**src/rtl/result_unloader_if.sv**
```systemverilog
// Handshake/RAM bundle between the result unloader (master) and the host plus RAM A (slave).
interface result_unloader_if #(
    parameter int DATA_W = 10,
    parameter int ADDR_W = 5
);
    logic              start;
    logic [ADDR_W-1:0] ram_addr;
    logic              ram_rd;
    logic [DATA_W-1:0] ram_dout;
    logic [DATA_W-1:0] out_data;
    logic              out_valid;
    logic              out_ready;
    logic              out_last;
    logic              busy;
    logic              done;

    modport master (
        input  start, ram_dout, out_ready,
        output ram_addr, ram_rd, out_data, out_valid, out_last, busy, done
    );

    modport slave (
        output start, ram_dout, out_ready,
        input  ram_addr, ram_rd, out_data, out_valid, out_last, busy, done
    );
endinterface

```
**src/rtl/result_unloader.sv**
```systemverilog
// Reads NUM_RESULTS result words from RAM A and streams them out over valid/ready.
// Optional RESULT_UNLOADER_CHECKSUM_EN appends a mod-2^DATA_W sum word after the data.
module result_unloader #(
    parameter int DATA_W      = 10,
    parameter int ADDR_W      = 5,
    parameter int NUM_RESULTS = 16,
    parameter int BASE_ADDR   = 0
) (
    input  logic               clk,
    input  logic               res,
    result_unloader_if.master  bus
);
    localparam int IDX_W = (NUM_RESULTS > 1) ? $clog2(NUM_RESULTS) : 1;
    localparam logic [ADDR_W-1:0] BASE_A = ADDR_W'(BASE_ADDR);
    localparam logic [IDX_W-1:0]  LAST_IDX = IDX_W'(NUM_RESULTS - 1);

    typedef enum logic [2:0] {
        S_IDLE,
        S_ISSUE,
        S_CAPTURE,
        S_SEND,
`ifdef RESULT_UNLOADER_CHECKSUM_EN
        S_CKSUM,
`endif
        S_DONE
    } state_t;

    state_t            r_state, w_state_nxt;
    logic [IDX_W-1:0]  r_idx, w_idx_nxt;
    logic [DATA_W-1:0] r_data, w_data_nxt;
    logic              r_valid, w_valid_nxt;
    logic              r_last, w_last_nxt;
    logic              r_busy, w_busy_nxt;
    logic              r_done, w_done_nxt;
    logic              w_is_last;

`ifdef RESULT_UNLOADER_CHECKSUM_EN
    logic [DATA_W-1:0] r_sum, w_sum_nxt;

    function automatic logic [DATA_W-1:0] f_wrap_add(input logic [DATA_W-1:0] a,
                                                     input logic [DATA_W-1:0] b);
        return a + b;
    endfunction
`endif

    assign w_is_last = (r_idx == LAST_IDX);

    always_ff @(posedge clk or posedge res) begin
        if (res) r_state <= S_IDLE;
        else     r_state <= w_state_nxt;
    end

    always_comb begin
        w_state_nxt = r_state;
        w_idx_nxt   = r_idx;
        w_data_nxt  = r_data;
        w_valid_nxt = r_valid;
        w_last_nxt  = r_last;
        w_busy_nxt  = r_busy;
        w_done_nxt  = r_done;
`ifdef RESULT_UNLOADER_CHECKSUM_EN
        w_sum_nxt   = r_sum;
`endif
        case (r_state)
            S_IDLE, S_DONE: begin
                if (bus.start) begin
                    w_state_nxt = S_ISSUE;
                    w_idx_nxt   = '0;
                    w_busy_nxt  = 1'b1;
                    w_done_nxt  = 1'b0;
`ifdef RESULT_UNLOADER_CHECKSUM_EN
                    w_sum_nxt   = '0;
`endif
                end
            end
            S_ISSUE: w_state_nxt = S_CAPTURE;
            // Synchronous RAM: data read in ISSUE is on ram_dout now.
            S_CAPTURE: begin
                w_data_nxt  = bus.ram_dout;
                w_valid_nxt = 1'b1;
`ifdef RESULT_UNLOADER_CHECKSUM_EN
                w_last_nxt  = 1'b0;
`else
                w_last_nxt  = w_is_last;
`endif
                w_state_nxt = S_SEND;
            end
            S_SEND: begin
                if (bus.out_ready) begin
                    w_valid_nxt = 1'b0;
`ifdef RESULT_UNLOADER_CHECKSUM_EN
                    w_sum_nxt   = f_wrap_add(r_sum, r_data);
`endif
                    if (!w_is_last) begin
                        w_idx_nxt   = r_idx + IDX_W'(1);
                        w_state_nxt = S_ISSUE;
                    end else begin
`ifdef RESULT_UNLOADER_CHECKSUM_EN
                        // Sum word is presented directly, no RAM read needed.
                        w_data_nxt  = f_wrap_add(r_sum, r_data);
                        w_valid_nxt = 1'b1;
                        w_last_nxt  = 1'b1;
                        w_state_nxt = S_CKSUM;
`else
                        w_last_nxt  = 1'b0;
                        w_busy_nxt  = 1'b0;
                        w_done_nxt  = 1'b1;
                        w_state_nxt = S_DONE;
`endif
                    end
                end
            end
`ifdef RESULT_UNLOADER_CHECKSUM_EN
            S_CKSUM: begin
                if (bus.out_ready) begin
                    w_valid_nxt = 1'b0;
                    w_last_nxt  = 1'b0;
                    w_busy_nxt  = 1'b0;
                    w_done_nxt  = 1'b1;
                    w_state_nxt = S_DONE;
                end
            end
`endif
            default: w_state_nxt = S_IDLE;
        endcase
    end

    always_ff @(posedge clk or posedge res) begin
        if (res) begin
            r_idx   <= '0;
            r_data  <= '0;
            r_valid <= 1'b0;
            r_last  <= 1'b0;
            r_busy  <= 1'b0;
            r_done  <= 1'b0;
`ifdef RESULT_UNLOADER_CHECKSUM_EN
            r_sum   <= '0;
`endif
        end else begin
            r_idx   <= w_idx_nxt;
            r_data  <= w_data_nxt;
            r_valid <= w_valid_nxt;
            r_last  <= w_last_nxt;
            r_busy  <= w_busy_nxt;
            r_done  <= w_done_nxt;
`ifdef RESULT_UNLOADER_CHECKSUM_EN
            r_sum   <= w_sum_nxt;
`endif
        end
    end

    // Address wraps modulo 2^ADDR_W by truncation.
    assign bus.ram_addr  = BASE_A + ADDR_W'(r_idx);
    assign bus.ram_rd    = (r_state == S_ISSUE);
    assign bus.out_data  = r_data;
    assign bus.out_valid = r_valid;
    assign bus.out_last  = r_last;
    assign bus.busy      = r_busy;
    assign bus.done      = r_done;
endmodule

```
**src/flat_wrapper.sv**
```systemverilog
// flat-port wrapper written by rule: the top's interface ports become plain ports
module result_unloader_flat 
#(
    parameter int DATA_W      = 10,
    parameter int ADDR_W      = 5,
    parameter int NUM_RESULTS = 16,
    parameter int BASE_ADDR   = 0
)
  (clk, res, bus_start, bus_ram_dout, bus_out_ready, bus_ram_addr, bus_ram_rd, bus_out_data, bus_out_valid, bus_out_last, bus_busy, bus_done);
  result_unloader_if #(.DATA_W(DATA_W), .ADDR_W(ADDR_W)) bus_i ();
  input  logic clk;
  input  logic res;
  input wire logic [$bits(bus_i.start)-1:0] bus_start;
  input wire logic [$bits(bus_i.ram_dout)-1:0] bus_ram_dout;
  input wire logic [$bits(bus_i.out_ready)-1:0] bus_out_ready;
  output wire logic [$bits(bus_i.ram_addr)-1:0] bus_ram_addr;
  output wire logic [$bits(bus_i.ram_rd)-1:0] bus_ram_rd;
  output wire logic [$bits(bus_i.out_data)-1:0] bus_out_data;
  output wire logic [$bits(bus_i.out_valid)-1:0] bus_out_valid;
  output wire logic [$bits(bus_i.out_last)-1:0] bus_out_last;
  output wire logic [$bits(bus_i.busy)-1:0] bus_busy;
  output wire logic [$bits(bus_i.done)-1:0] bus_done;
  assign bus_i.start = bus_start;
  assign bus_i.ram_dout = bus_ram_dout;
  assign bus_i.out_ready = bus_out_ready;
  assign bus_ram_addr = bus_i.ram_addr;
  assign bus_ram_rd = bus_i.ram_rd;
  assign bus_out_data = bus_i.out_data;
  assign bus_out_valid = bus_i.out_valid;
  assign bus_out_last = bus_i.out_last;
  assign bus_busy = bus_i.busy;
  assign bus_done = bus_i.done;
  result_unloader #(.DATA_W(DATA_W), .ADDR_W(ADDR_W), .NUM_RESULTS(NUM_RESULTS), .BASE_ADDR(BASE_ADDR)) u_core (.clk(clk), .res(res), .bus(bus_i));
endmodule
```
**config.mk**
```make
export PLATFORM = sky130hd
export DESIGN_NAME = result_unloader_flat
export DESIGN_NICKNAME = d
export VERILOG_FILES = /design/src/rtl/result_unloader_if.sv /design/src/rtl/result_unloader.sv /design/src/flat_wrapper.sv
export SDC_FILE = /design/constraint.sdc
export NUM_CORES = 1
export LEC_CHECK = 0
export ABC_AREA = 0
export CAP_MARGIN = 15
export CORE_UTILIZATION = 47
export DETAILED_ROUTE_END_ITERATION = 8
export PLACE_DENSITY = 0.81
export RECOVER_POWER = 25
export SETUP_SLACK_MARGIN = 0.4
export SYNTH_ARGS = -nofsm -noshare
export SYNTH_HDL_FRONTEND = slang
export SYNTH_SLANG_ARGS = --single-unit
```
**constraint.sdc**
```tcl
create_clock -name clk -period 4.3 [get_ports clk]
set_input_delay 0.86 -clock clk [delete_from_list [all_inputs] [get_ports clk]]
set_output_delay 0.86 -clock clk [all_outputs]
set_load 0.03 [all_outputs]
```
Yosys cells after proc, flatten, opt, wreduce, memory -nomap -nowiden
Cells that the tools add are included.

operators by class
  add/subtract/negate cells = 1
  reduce and logical (&&, ||, !) cells = 9
  multiplexer cells = 19
  equal/unequal tests = 9

operators with widths
  operator               count
  $mux W4                3
  $pmux W3 S4            1
  $mux W3                3
  $pmux W1 S2            4
  $pmux W4 S2            1
  $reduce_and A4 Y1      2
  $mux W1                7
  $eq A3 B2 Y1 const B   2
  $ne A2 B2 Y1 const B   3
  $add A4 B1 Y4 const B  1
  $eq A4 B4 Y1 const B   1
  $reduce_and A2 Y1      2
  $reduce_bool A2 Y1     2
  $eq A3 B1 Y1 const B   1
  $eq A3 B3 Y1 const B   1
  $logic_not A3 Y1       1
  $reduce_and A3 Y1      1
  $ne A2 B1 Y1 const B   1
  $reduce_or A2 Y1       1

storage, ports and cells
  bits in registers = 21
  output and inout bits = 20
  input bits = 14
  word-level logic and storage cells = 45

Logic depth before layout (Yosys ltp)
  depth in word-level cells = 4
  mapped depth = 5
  mapped depth without buffers = 4

Least setup slack after synthesis
No wires, ideal clock.

  kind = register to output
  start point = reg u_core.r_state[0]
  end point = out bus_ram_rd
  cell stages (with the launch flop) = 3
  data arrival time = 1.273 ns
  setup slack = 2.167 ns
  data required time = 3.440 ns
  path buffers = 1
  cells stage by stage = dfrtp_1 > clkbuf_2 > nor3b_1

between the ends
  cells in the longest elaborated chain, start to end = 1

RTL lines
  element                   line                    text
  start: declaration        result_unloader.sv:28   state_t r_state, w_state_nxt;
  start signal: assignment  result_unloader.sv:50   else r_state <= w_state_nxt;
  $eq A3 B1 Y1              result_unloader.sv:154  assign bus.ram_rd = (r_state == S_ISSUE);
  end: declaration          flat_wrapper.sv:17      output wire logic [$bits(bus_i.ram_rd)-1:0] bus_ram_rd;

No other way between the ends.

Final worst setup path
Same ends and word-level chain as after synthesis.

==> results.py <==
metrics = {
    "status": {
        "status": "finished, final reports clean",
    },
    "clock_tree": {
        "post_cts_resized": 0,
        "cts_root_buffer": "clkbuf_4",
        "ctsHoldBuffers": 0,
        "cts_buffers": 3,
        "tritoncts": "done",
        "cts_sinks": 21,
        "h-tree-depth": 1,
        "clock_latency_ps": 300,
        "cts.clk_slew.worst_paths_ps": 110,
        "post_cts_buffers": 0,
        "clk_path_buf_depth": 2,
    },
    "yosys": {
        "synth_common_cells": "21 x dfrtp_1, 11 x mux2_2, 5 x inv_1",
        "synthCells": 78,
        "ys_types": 33,
        "synth_top_area_share_pct": 53.6,
        "synthesis.area_um2": 980,
        "async_reset_ff_share_pct": 100,
        "ys.warnings.count": 0,
        "synth_area_per_cell_um2": 12.6,
        "yosysSeqAreaShare_pct": 53.6,
        "synthFlopType": "dfrtp_1",
        "synth_top_area_cell": "dfrtp_1",
        "syn-num-nets": 93,
        "synth-seq-cells": 21,
        "synth-edff-count": 0,
        "synth_area_leaders": "dfrtp_1 54%, mux2_2 13%, nor3b_4 3.8%",
        "yosysMostFrequentCell": "dfrtp_1",
    },
    "routing": {
        "ant_nets": 0,
        "first_pass_iters": 4,
        "avgViaCountPerCell": 5.50,
        "wl_per_cell_um": 14.2,
        "first_iter_violations": 11,
        "routed_wl_mm": 1.96,
        "drc": 0,
        "num_vias": 759,
    },
    "setup_path": {
        "crit_type": "reg -> out",
        "path_cells": "nor3b_1 > clkdlybuf4s50_1",
        "cp_num_buf_inv": 1,
        "critPathMaxStageDelay_ps": 690,
        "startpoint_type": "flip-flop",
        "critPathTopFamily": "buffers and inverters",
        "slowest_stage": "clkdlybuf4s50_1",
        "critPathCaptureType": "primary output",
        "crit_arrival_ps": 1770,
        "crit_required_ps": 3440,
        "crit_fanout": 9,
    },
    "place": {
        "post_dp_cell_area_um2": 1310,
        "place_congestion": 0.765,
        "io_buffers": 32,
        "dpl.hpwl_mm": 1.46,
    },
    "flow_run": {
        "max_cap_viol_count": 0,
    },
    "sta": {
        "timing.final.crit_period_ps": 2630,
        "hold_viol_final": 0,
        "tightest_slew_ps": 814,
        "skew_ps": 6.40,
        "grt_setup_unrepaired": "no",
        "finalSetupTns_ps": 0,
        "finalSetupViolCount": 0,
        "drv_slew": 0,
        "layout_worst_path_cycle_share_pct": 61.2,
        "relSlewSlack_pct": 45.7,
        "max_freq_ghz": 0.380,
    },
    "global_route": {
        "antenna_found_initial": 0,
        "grt_pass1_vias": 735,
        "grt_max_degree": 22,
        "gr-total-overflow": 0,
        "grt_pass1_wl_mm": 3.13,
        "track_usage_pct": 19.8,
    },
    "power": {
        "power_density_nw_per_um2": 708,
        "switchingPower_w": 0.000392,
        "sw_frac_of_total_pct": 41.4,
        "pwr-share-seq_pct": 35.7,
        "pwr-share-comb_pct": 54.1,
        "ir_drop_v": 0.000444,
        "clockPowerShare_pct": 10.2,
        "intPower_w": 0.000555,
        "p_leak_nw": 0.599,
    },
    "layout": {
        "antenna_cells": 0,
        "postLayoutCellArea_um2": 1340,
        "drive_gt1_share_pct": 20.7,
        "fillers": 171,
        "synthToLayoutAreaGrowth_pct": 36.4,
        "nNetsFinal": 127,
    },
    "die": {
        "die_w_um": 47.7,
        "start_util_pct": 49.9,
        "num_io_pins": 34,
        "core_um2": 1960,
        "rows": 16,
        "die_area_um2": 2270,
        "dieHeight_um": 47.7,
    },
    "min_path": {
        "hp-class": "reg -> reg",
    },
}
sequential cells by signal, indices dropped and copies added (netlist names):
name and count:
u_core.bus.out_data 10, u_core.r_idx 4, u_core.r_state 3, u_core.bus.busy 1
u_core.bus.done 1, u_core.bus.out_last 1, u_core.bus.out_valid 1
power groups by stage:
stage / sequential [W] / combinational [W] / clock [W]
finish: 0.000338 / 0.000512 / 0.0000966
global route: 0.000352 / 0.000549 / 0.000106
CTS: 0.000339 / 0.000518 / 0.0000976
detailed placement: 0.000343 / 0.000515 / 0
global placement: 0.000336 / 0.000503 / 0
floorplan: 0.000454 / 0.000220 / 0
cell families (layout without fill, tap and decap cells):
logic type	after synthesis	count (layout)	synth area share (%)
AO/OA/AOI/OAI	18	18	13.2
adder cells (fa/ha/maj)	1	1	1.28
buffers and inverters	8	41	4.34
flip-flops	21	21	53.6
multiplexers	11	11	12.6
other	1	1	0.383
AND/OR/NAND/NOR	18	18	14.6
final timing paths:
check	slack [ps]	end	cells past startpoint	startpoint
max	1670	bus_ram_rd	2	u_core.r_state[0]$_DFFE_PP0P_
min	500	u_core.bus.out_valid$_DFFE_PP0P_	1	u_core.bus.out_valid$_DFFE_PP0P_
max reg2reg	2640	u_core.bus.out_data[1]$_DFFE_PP0P_	2	u_core.r_state[1]$_DFFE_PP0P_
min reg2reg	500	u_core.bus.out_valid$_DFFE_PP0P_	1	u_core.bus.out_valid$_DFFE_PP0P_
max in group asynchronous	2660	u_core.bus.busy$_DFFE_PP0P_	2	res
min in group asynchronous	1140	u_core.bus.out_data[9]$_DFFE_PP0P_	2	res
metrics by stage:
step / utilization [%] / total power (W) / cells / setup WS [ps] / hold WS [ps]
2_1_floorplan: - / 0.000673 / 78 / 2170 / 552
3_3_place_gp: 66.8 / 0.000839 / 134 / 2010 / 460
3_5_place_dp: 66.8 / 0.000858 / 134 / 2010 / 478
4_1_cts: 68.1 / 0.000955 / 138 / 1650 / 505
5_1_grt: 68.1 / 0.00101 / 138 / 1500 / 528
6_report: 68.1 / 0.000947 / 138 / 1670 / 502
cell usage in the layout, fill, tap and decap left out, types with 2 or more instances in the layout:
cell type,synthesis,final
a21oi_1,2,2
dfrtp_1,21,21
o22ai_1,3,3
inv_1,5,5
and3_1,2,2
nand2_1,2,2
a21o_1,2,2
clkdlybuf4s50_1,0,30
mux2_2,11,11
nand3_1,3,3
o21ai_0,2,2
dlygate4sd3_1,0,2
nor3b_4,2,2
a22oi_1,2,2
clkbuf_4,0,3
per-layer routing:
layer	global-route usage [%]	part of all wire, %
met5	0	0
met3	3.77	6.5
met2	32.1	52
met4	8.33	0
met1	26.0	42
final cells by class:
type / instances / area, µm² / share of cell area (%)
Clock buffer: 4 / 26.3 / 1.97
Inverter: 5 / 18.8 / 1.40
Multi-Input combinational cell: 49 / 412 / 30.8
Sequential cell: 21 / 526 / 39.3
Tap cell: 27 / 33.8 / 2.53
Timing Repair Buffer: 32 / 320 / 24.0
Power figures use the tool's default switching activity.
